**config.mk**
```make
export PLATFORM = sky130hd
export DESIGN_NAME = multicycle_data_path
export DESIGN_NICKNAME = d
export VERILOG_FILES = /design/src/rtl/mc_dp_pkg.sv /design/src/rtl/alu_32.sv /design/src/rtl/imm_gen.sv /design/src/rtl/mc_reg_file.sv /design/src/rtl/multicycle_data_path.sv
export SDC_FILE = /design/constraint.sdc
export NUM_CORES = 2
export LEC_CHECK = 0
export CORE_ASPECT_RATIO = 0.8
export CORE_MARGIN = 1.5
export CORE_UTILIZATION = 35
export CTS_BUF_LIST = sky130_fd_sc_hd__clkbuf_4
export CTS_CLUSTER_DIAMETER = 120
export DETAILED_ROUTE_END_ITERATION = 16
export GPL_ROUTABILITY_DRIVEN = 0
export PLACE_DENSITY = 0.56
export SLEW_MARGIN = 15
export SYNTH_ARGS = -nofsm -noshare
export SYNTH_HDL_FRONTEND = slang
export SYNTH_SLANG_ARGS = --single-unit
```
**constraint.sdc**
```tcl
create_clock -name clk -period 5.3 [get_ports clk]
set_input_delay 0.53 -clock clk [delete_from_list [all_inputs] [get_ports clk]]
set_output_delay 0.53 -clock clk [all_outputs]
set_load 0.02 [all_outputs]
```
**src/rtl/mc_dp_pkg.sv**
```systemverilog
// Shared types and constants for the multi-cycle RV32I datapath.
package mc_dp_pkg;

    localparam int unsigned STATE_W = 3;
    localparam int unsigned PC_INC  = 4;
    localparam int unsigned X0_IDX  = 0;

    typedef enum logic [STATE_W-1:0] {
        S_FETCH   = 3'd0,
        S_DECODE  = 3'd1,
        S_EXECUTE = 3'd2,
        S_MEM     = 3'd3,
        S_WB      = 3'd4
    } state_e;

    // Decoder controls captured in DECODE and held for the rest of the instruction.
    typedef struct packed {
        logic reg_write;
        logic mem2reg;
        logic alu_src;
        logic mem_write;
        logic mem_read;
    } ctrl_t;

endpackage

```
**src/rtl/alu_32.sv**
```systemverilog
// 32-bit ALU driven by the ALU-control code from the external ALU-control block.
module alu_32 (
    input  logic [31:0] a_in,
    input  logic [31:0] b_in,
    input  logic [3:0]  alu_control,
    output logic [31:0] alu_result
);

    always_comb begin
        alu_result = '0;
        case (alu_control)
            4'b0000: alu_result = a_in & b_in;
            4'b0001: alu_result = a_in | b_in;
            4'b0010: alu_result = a_in + b_in;
            4'b0011: alu_result = a_in ^ b_in;
            4'b0100: alu_result = a_in << b_in[4:0];
            4'b0101: alu_result = a_in >> b_in[4:0];
            4'b0110: alu_result = a_in - b_in;
            4'b0111: alu_result = {31'b0, $signed(a_in) < $signed(b_in)};
            4'b1000: alu_result = 32'($signed(a_in) >>> b_in[4:0]);
            4'b1001: alu_result = {31'b0, a_in < b_in};
            4'b1100: alu_result = ~(a_in | b_in);
            default: alu_result = '0;
        endcase
    end

endmodule

```
**src/rtl/imm_gen.sv**
```systemverilog
// RV32I immediate generator, selected by the instruction opcode.
module imm_gen (
    input  logic [31:0] inst_code,
    output logic [31:0] imm_out
);

    always_comb begin
        imm_out = '0;
        case (inst_code[6:0])
            7'b0000011, 7'b0010011, 7'b1100111:
                imm_out = {{20{inst_code[31]}}, inst_code[31:20]};
            7'b0100011:
                imm_out = {{20{inst_code[31]}}, inst_code[31:25], inst_code[11:7]};
            7'b1100011:
                imm_out = {{19{inst_code[31]}}, inst_code[31], inst_code[7],
                           inst_code[30:25], inst_code[11:8], 1'b0};
            7'b0110111, 7'b0010111:
                imm_out = {inst_code[31:12], 12'b0};
            7'b1101111:
                imm_out = {{11{inst_code[31]}}, inst_code[31], inst_code[19:12],
                           inst_code[20], inst_code[30:21], 1'b0};
            default: imm_out = '0;
        endcase
    end

endmodule

```
**src/rtl/mc_reg_file.sv**
```systemverilog
// 32-entry register file: two combinational read ports, one write port, x0 hardwired to zero.
module mc_reg_file
    import mc_dp_pkg::*;
#(
    parameter int unsigned DATA_W = 32,
    parameter int unsigned AW     = 5
) (
    input  logic              clk,
    input  logic              rst_n,
    input  logic              we,
    input  logic [AW-1:0]     waddr,
    input  logic [DATA_W-1:0] wdata,
    input  logic [AW-1:0]     raddr1,
    output logic [DATA_W-1:0] rdata1,
    input  logic [AW-1:0]     raddr2,
    output logic [DATA_W-1:0] rdata2
);

    localparam int unsigned DEPTH = 1 << AW;

    logic [DATA_W-1:0] regs_q [DEPTH];
    logic [DATA_W-1:0] regs_d [DEPTH];

    always_comb begin
        regs_d = regs_q;
        if (we && (waddr != AW'(X0_IDX))) begin
            regs_d[waddr] = wdata;
        end
    end

    always_ff @(posedge clk or negedge rst_n) begin
        if (!rst_n) begin
            for (int i = 0; i < int'(DEPTH); i++) begin
                regs_q[i] <= '0;
            end
        end else begin
            regs_q <= regs_d;
        end
    end

    assign rdata1 = (raddr1 == AW'(X0_IDX)) ? '0 : regs_q[raddr1];
    assign rdata2 = (raddr2 == AW'(X0_IDX)) ? '0 : regs_q[raddr2];

endmodule

```
**src/rtl/multicycle_data_path.sv**
```systemverilog
// Multi-cycle RV32I datapath sharing one instruction/data memory port over a req/ack handshake.
module multicycle_data_path
    import mc_dp_pkg::*;
#(
    parameter int unsigned PC_W       = 8,
    parameter int unsigned INS_W      = 32,
    parameter int unsigned RF_ADDRESS = 5,
    parameter int unsigned DATA_W     = 32,
    parameter int unsigned DM_ADDRESS = 9,
    parameter int unsigned ALU_CC_W   = 4
) (
    input  logic                  clk,
    input  logic                  reset,
    input  logic                  reg_write,
    input  logic                  mem2reg,
    input  logic                  alu_src,
    input  logic                  mem_write,
    input  logic                  mem_read,
    input  logic [ALU_CC_W-1:0]   alu_cc,
    output logic [6:0]            opcode,
    output logic [6:0]            funct7,
    output logic [2:0]            funct3,
    output logic [DATA_W-1:0]     alu_result,
    output logic                  mem_req,
    output logic                  mem_we,
    output logic [DM_ADDRESS-1:0] mem_addr,
    output logic [DATA_W-1:0]     mem_wdata,
    input  logic [DATA_W-1:0]     mem_rdata,
    input  logic                  mem_ack,
    output logic                  instr_done,
    output logic [STATE_W-1:0]    fsm_state
);

    state_e              state_q, state_d;
    logic [PC_W-1:0]     pc_q, pc_d;
    logic [INS_W-1:0]    ir_q, ir_d;
    logic [DATA_W-1:0]   a_q, a_d, b_q, b_d, imm_q, imm_d;
    logic [DATA_W-1:0]   alu_out_q, alu_out_d, mdr_q, mdr_d;
    ctrl_t               ctl_q, ctl_d;
    logic [ALU_CC_W-1:0] alu_cc_q, alu_cc_d;
    logic                instr_done_q, instr_done_d;

    logic [DATA_W-1:0]   rf_rd1_c, rf_rd2_c, rf_wdata_c, imm_c, alu_b_c, alu_y_c;
    logic                rf_we_c, mem_req_c, in_mem_c;

    assign rf_we_c    = (state_q == S_WB);
    assign rf_wdata_c = ctl_q.mem2reg ? mdr_q : alu_out_q;
    assign alu_b_c    = ctl_q.alu_src ? imm_q : b_q;

    mc_reg_file #(.DATA_W(DATA_W), .AW(RF_ADDRESS)) u_rf (
        .clk    (clk),
        .rst_n  (reset),
        .we     (rf_we_c),
        .waddr  (ir_q[11:7]),
        .wdata  (rf_wdata_c),
        .raddr1 (ir_q[19:15]),
        .rdata1 (rf_rd1_c),
        .raddr2 (ir_q[24:20]),
        .rdata2 (rf_rd2_c)
    );

    imm_gen u_imm (
        .inst_code (ir_q),
        .imm_out   (imm_c)
    );

    alu_32 u_alu (
        .a_in        (a_q),
        .b_in        (alu_b_c),
        .alu_control (alu_cc_q),
        .alu_result  (alu_y_c)
    );

    always_ff @(posedge clk or negedge reset) begin
        if (!reset) begin
            state_q      <= S_FETCH;
            pc_q         <= '0;
            ir_q         <= '0;
            a_q          <= '0;
            b_q          <= '0;
            imm_q        <= '0;
            alu_out_q    <= '0;
            mdr_q        <= '0;
            ctl_q        <= '0;
            alu_cc_q     <= '0;
            instr_done_q <= 1'b0;
        end else begin
            state_q      <= state_d;
            pc_q         <= pc_d;
            ir_q         <= ir_d;
            a_q          <= a_d;
            b_q          <= b_d;
            imm_q        <= imm_d;
            alu_out_q    <= alu_out_d;
            mdr_q        <= mdr_d;
            ctl_q        <= ctl_d;
            alu_cc_q     <= alu_cc_d;
            instr_done_q <= instr_done_d;
        end
    end

    always_comb begin
        state_d   = state_q;
        pc_d      = pc_q;
        ir_d      = ir_q;
        a_d       = a_q;
        b_d       = b_q;
        imm_d     = imm_q;
        alu_out_d = alu_out_q;
        mdr_d     = mdr_q;
        ctl_d     = ctl_q;
        alu_cc_d  = alu_cc_q;

        case (state_q)
            S_FETCH: begin
                if (mem_ack) begin
                    ir_d    = INS_W'(mem_rdata);
                    pc_d    = pc_q + PC_W'(PC_INC);
                    state_d = S_DECODE;
                end
            end
            S_DECODE: begin
                a_d             = rf_rd1_c;
                b_d             = rf_rd2_c;
                imm_d           = imm_c;
                ctl_d.reg_write = reg_write;
                ctl_d.mem2reg   = mem2reg;
                ctl_d.alu_src   = alu_src;
                ctl_d.mem_write = mem_write;
                ctl_d.mem_read  = mem_read;
                alu_cc_d        = alu_cc;
                state_d         = S_EXECUTE;
            end
            S_EXECUTE: begin
                alu_out_d = alu_y_c;
                if (ctl_q.mem_read || ctl_q.mem_write) begin
                    state_d = S_MEM;
                end else if (ctl_q.reg_write) begin
                    state_d = S_WB;
                end else begin
                    state_d = S_FETCH;
                end
            end
            S_MEM: begin
                // A latched store takes priority, so MDR only captures on a pure load.
                if (mem_ack) begin
                    if (!ctl_q.mem_write) begin
                        mdr_d = mem_rdata;
                    end
                    state_d = ctl_q.reg_write ? S_WB : S_FETCH;
                end
            end
            S_WB: begin
                state_d = S_FETCH;
            end
            default: begin
                state_d = S_FETCH;
            end
        endcase

        instr_done_d = (state_d == S_FETCH) && (state_q != S_FETCH);
    end

    // Request is a decode of the state flop, gated by reset so it drops the moment reset asserts.
    assign in_mem_c   = (state_q == S_MEM);
    assign mem_req_c  = reset && ((state_q == S_FETCH) || in_mem_c);

    assign mem_req    = mem_req_c;
    assign mem_we     = in_mem_c && ctl_q.mem_write;
    assign mem_addr   = in_mem_c ? alu_out_q[DM_ADDRESS-1:0] : DM_ADDRESS'(pc_q);
    assign mem_wdata  = in_mem_c ? b_q : '0;
    assign opcode     = ir_q[6:0];
    assign funct7     = ir_q[31:25];
    assign funct3     = ir_q[14:12];
    assign alu_result = alu_out_q;
    assign instr_done = instr_done_q;
    assign fsm_state  = state_q;

endmodule

```
==> impl_metrics.json <==
{
  "cts-htree-levels": 5,
  "syn_area_per_cell_um2": 10.7,
  "worst-slew-pin-transition_ns": 1.27,
  "grt_pass1_vias": 54700,
  "synth_fp_nets": 6639,
  "reg2reg_slack_ns": 0.48,
  "numCtsBuffers": 325,
  "track_usage_pct": 25.9,
  "fin_ws_ns": 0.482,
  "placeableCoreArea_um2": 198000,
  "finalMaxSlewViolations": 0,
  "ant_nets": 0,
  "final_common_cell": "dfrtp_1",
  "wirelength_met1_um": 110000,
  "peakVddDrop_mv": 0.327,
  "avgViaCountPerCell": 6.02,
  "cp_max_fo": 21,
  "critPathSlowestCell": "nor4_2",
  "synth_edf_count": 0,
  "status": "complete, no violations",
  "grt_max_degree": 167,
  "clock_latency_ns": 1.29,
  "io_buffers": 139,
  "syn_area_um2": 69600,
  "gr-total-overflow": 0,
  "cp-end-kind": "flip-flop",
  "critical_path_arrival_ns": 5.97,
  "wl_per_cell_um": 28.2,
  "cp.required_ns": 6.45,
  "ys_warn_count": 0,
  "fin_crit_ns": 4.82,
  "fill_cells": 19200,
  "dieArea_um2": 202000,
  "path_class": "flip-flop to flip-flop",
  "fp.dieW_um": 502,
  "top_layer_used": "met5",
  "grt_first_pass_wirelength_um": 383000,
  "rsz0062_at_grt": "false",
  "antenna_found_initial": 15,
  "async_reset_ff_share_pct": 100,
  "firstDrtPassIters": 11,
  "finalHoldViolations": 0,
  "hold_class": "input pin to flip-flop",
  "synth_ff_type": "dfrtp_1",
  "start_kind": "flip-flop",
  "clk_pin_slew_ns": 0.08,
  "worstReg2RegEnd": "alu_result[31]",
  "wl_um": 264000,
  "fin_worst_skew_ns": 0.147,
  "final_layout_size_suffix_gt1_share_pct": 22.2,
  "clockBufferDepth": 4,
  "nets": 6661,
  "first_iter_violations": 7081,
  "area_growth_syn_to_layout_pct": 12.0,
  "rows": 146,
  "fmax_mhz": 208,
  "seq_area_frac_synth_pct": 44.4,
  "cts_tree": "built",
  "power.leakage_nw": 33.0,
  "final_cell_mix": "dfrtp_1, nand2_1, o21ai_0, mux4_2, nor2_1",
  "min_to": "alu_cc_q[1]",
  "worstPathCellList": "buf_4, mux2i_1, ha_1, a221oi_1, or4_1, nor4_2, o211a_1, a211oi_1, o31a_1, a221oi_1, o21ai_1",
  "setup_tns_ns": 0,
  "finalSetupViolations": 0,
  "cpMostUsedCell": "a221oi_1",
  "max_stage_delay_ns": 0.75,
  "power.total_mw": 40.8,
  "cap_violations": 0,
  "dp_slack_ns": 0.693,
  "cts_num_sinks": 1235,
  "relSlewSlack_pct": 15.0,
  "routed-via-count": 56300,
  "fin_crit_sh_pct": 90.9,
  "netlist_instances": 6488,
  "holdPathStages": 4,
  "r2r_cells": 11,
  "dpl.hpwl_um": 170000,
  "r2r-start": "ctl_q[2]",
  "finalHoldWorstSlack_ns": 0.324,
  "wl_met3_um": 29900,
  "cellPowerDensity_nw_per_um2": 523,
  "hp-start": "alu_cc[1]",
  "fp.dieH_um": 402,
  "clockRootBuffer": "clkbuf_4",
  "boundaryPins": 140,
  "synth_seq_cells": 1235,
  "post_cts_buffers": 0,
  "wl_met2_um": 112000,
  "ys_types": 92,
  "drc": 0,
  "start_util_pct": 35.2
}
-- layer usage --
| layer | GRT usage, % | vias to the layer above |
|---|---|---|
| met4 | 10.5 | 22 |
| met2 | 36.9 | 3248 |
| met3 | 8.03 | 746 |
| met5 | 0.239 | - |
| li1 | - | 23900 |
| met1 | 36.4 | 28400 |
-- what timing repair did --
| item | CTS | global route |
|---|---|---|
| resized for setup | 0 | 0 |
| hold buffers | 45 | 0 |
| hold endpoints to repair | 904 | 0 |
-- synthesized netlist by cell type (49+ instances only) --
| master | n | area, µm² |
|---|---|---|
| a21oi_1 | 539 | 2700 |
| buf_1 | 51 | 191 |
| clkbuf_1 | 539 | 2020 |
| dfrtp_1 | 1235 | 30900 |
| ha_1 | 105 | 1310 |
| inv_1 | 101 | 379 |
| mux2_2 | 125 | 1410 |
| mux2i_1 | 222 | 2220 |
| mux4_2 | 611 | 13800 |
| nand2_1 | 875 | 3280 |
| nor2_1 | 559 | 2100 |
| nor3_1 | 49 | 245 |
| o21ai_0 | 750 | 3750 |
| o22ai_1 | 59 | 369 |
-- area by class of cell --
class | instances | area [µm²] | area share (%)
multi-input combinational | 4489 | 36300 | 46.5
sequential | 1235 | 30900 | 39.7
timing repair buffer | 353 | 3450 | 4.43
tap | 2664 | 3330 | 4.27
clock buffer | 434 | 3260 | 4.18
inverter | 106 | 398 | 0.510
clock inverter | 78 | 343 | 0.440
antenna | 3 | 7.51 | 0.00963
-- worst max-delay path by stage --
stage	end	slack, ns	depth (start not counted)	from
3_3_place_gp	alu_result[25]	0.74	11	ctl_q[2]
6_report	alu_result[31]	0.48	11	ctl_q[2]
3_5_place_dp	alu_result[25]	0.69	11	ctl_q[2]
2_1_floorplan	alu_result[0]	1.04	14	ctl_q[2]
5_1_grt	alu_result[31]	0.31	11	ctl_q[2]
4_1_cts	alu_result[25]	0.66	11	ctl_q[2]
-- where the power goes --
| group | switching (mW) | internal (mW) |
|---|---|---|
| Combinational | 11.9 | 7.07 |
| Sequential | 2.77 | 11.0 |
| Clock | 4.16 | 3.81 |
-- through the flow --
stage,cells,util [%],area [µm²]
after floorplan,6488,-,69600
after global placement,8801,37.3,73900
after detailed placement,8801,37.3,73900
after CTS,9358,39.4,77900
after global routing,9362,39.4,78000
final,9362,39.4,78000
-- critical path, delay by kind of cell, from the launching register on --
family,cells,cell delay (ns)
muxes,1,0.39
AOI/OAI and AO/OA,6,1.32
adders and majority gates,1,0.45
and+or+nand+nor,2,1.27
buffers and inverters,1,0.50
DFF,1,0.73
-- flip-flops by register name, indices dropped and copies added, names as in the netlist --
register     flops
u_rf.regs_q   1024
a_q             32
alu_result      32
b_q             32
imm_q           32
ir_q            32
mdr_q           32
pc_q             6
ctl_q            5
alu_cc_q         4
fsm_state        3
instr_done       1
-- cells by family after synthesis --
logic type | count (synthesis) | share of synthesized area [%]
AO/OA/AOI/OAI | 1715 | 14.1
XOR/XNOR | 20 | 0.252
adder cells (fa/ha/maj) | 107 | 1.94
buffers and inverters | 764 | 4.34
flip-flops | 1235 | 44.4
multiplexers | 960 | 25.0
AND/OR/NAND/NOR | 1687 | 9.99
Note: power is estimated with default switching activity, not from simulation.
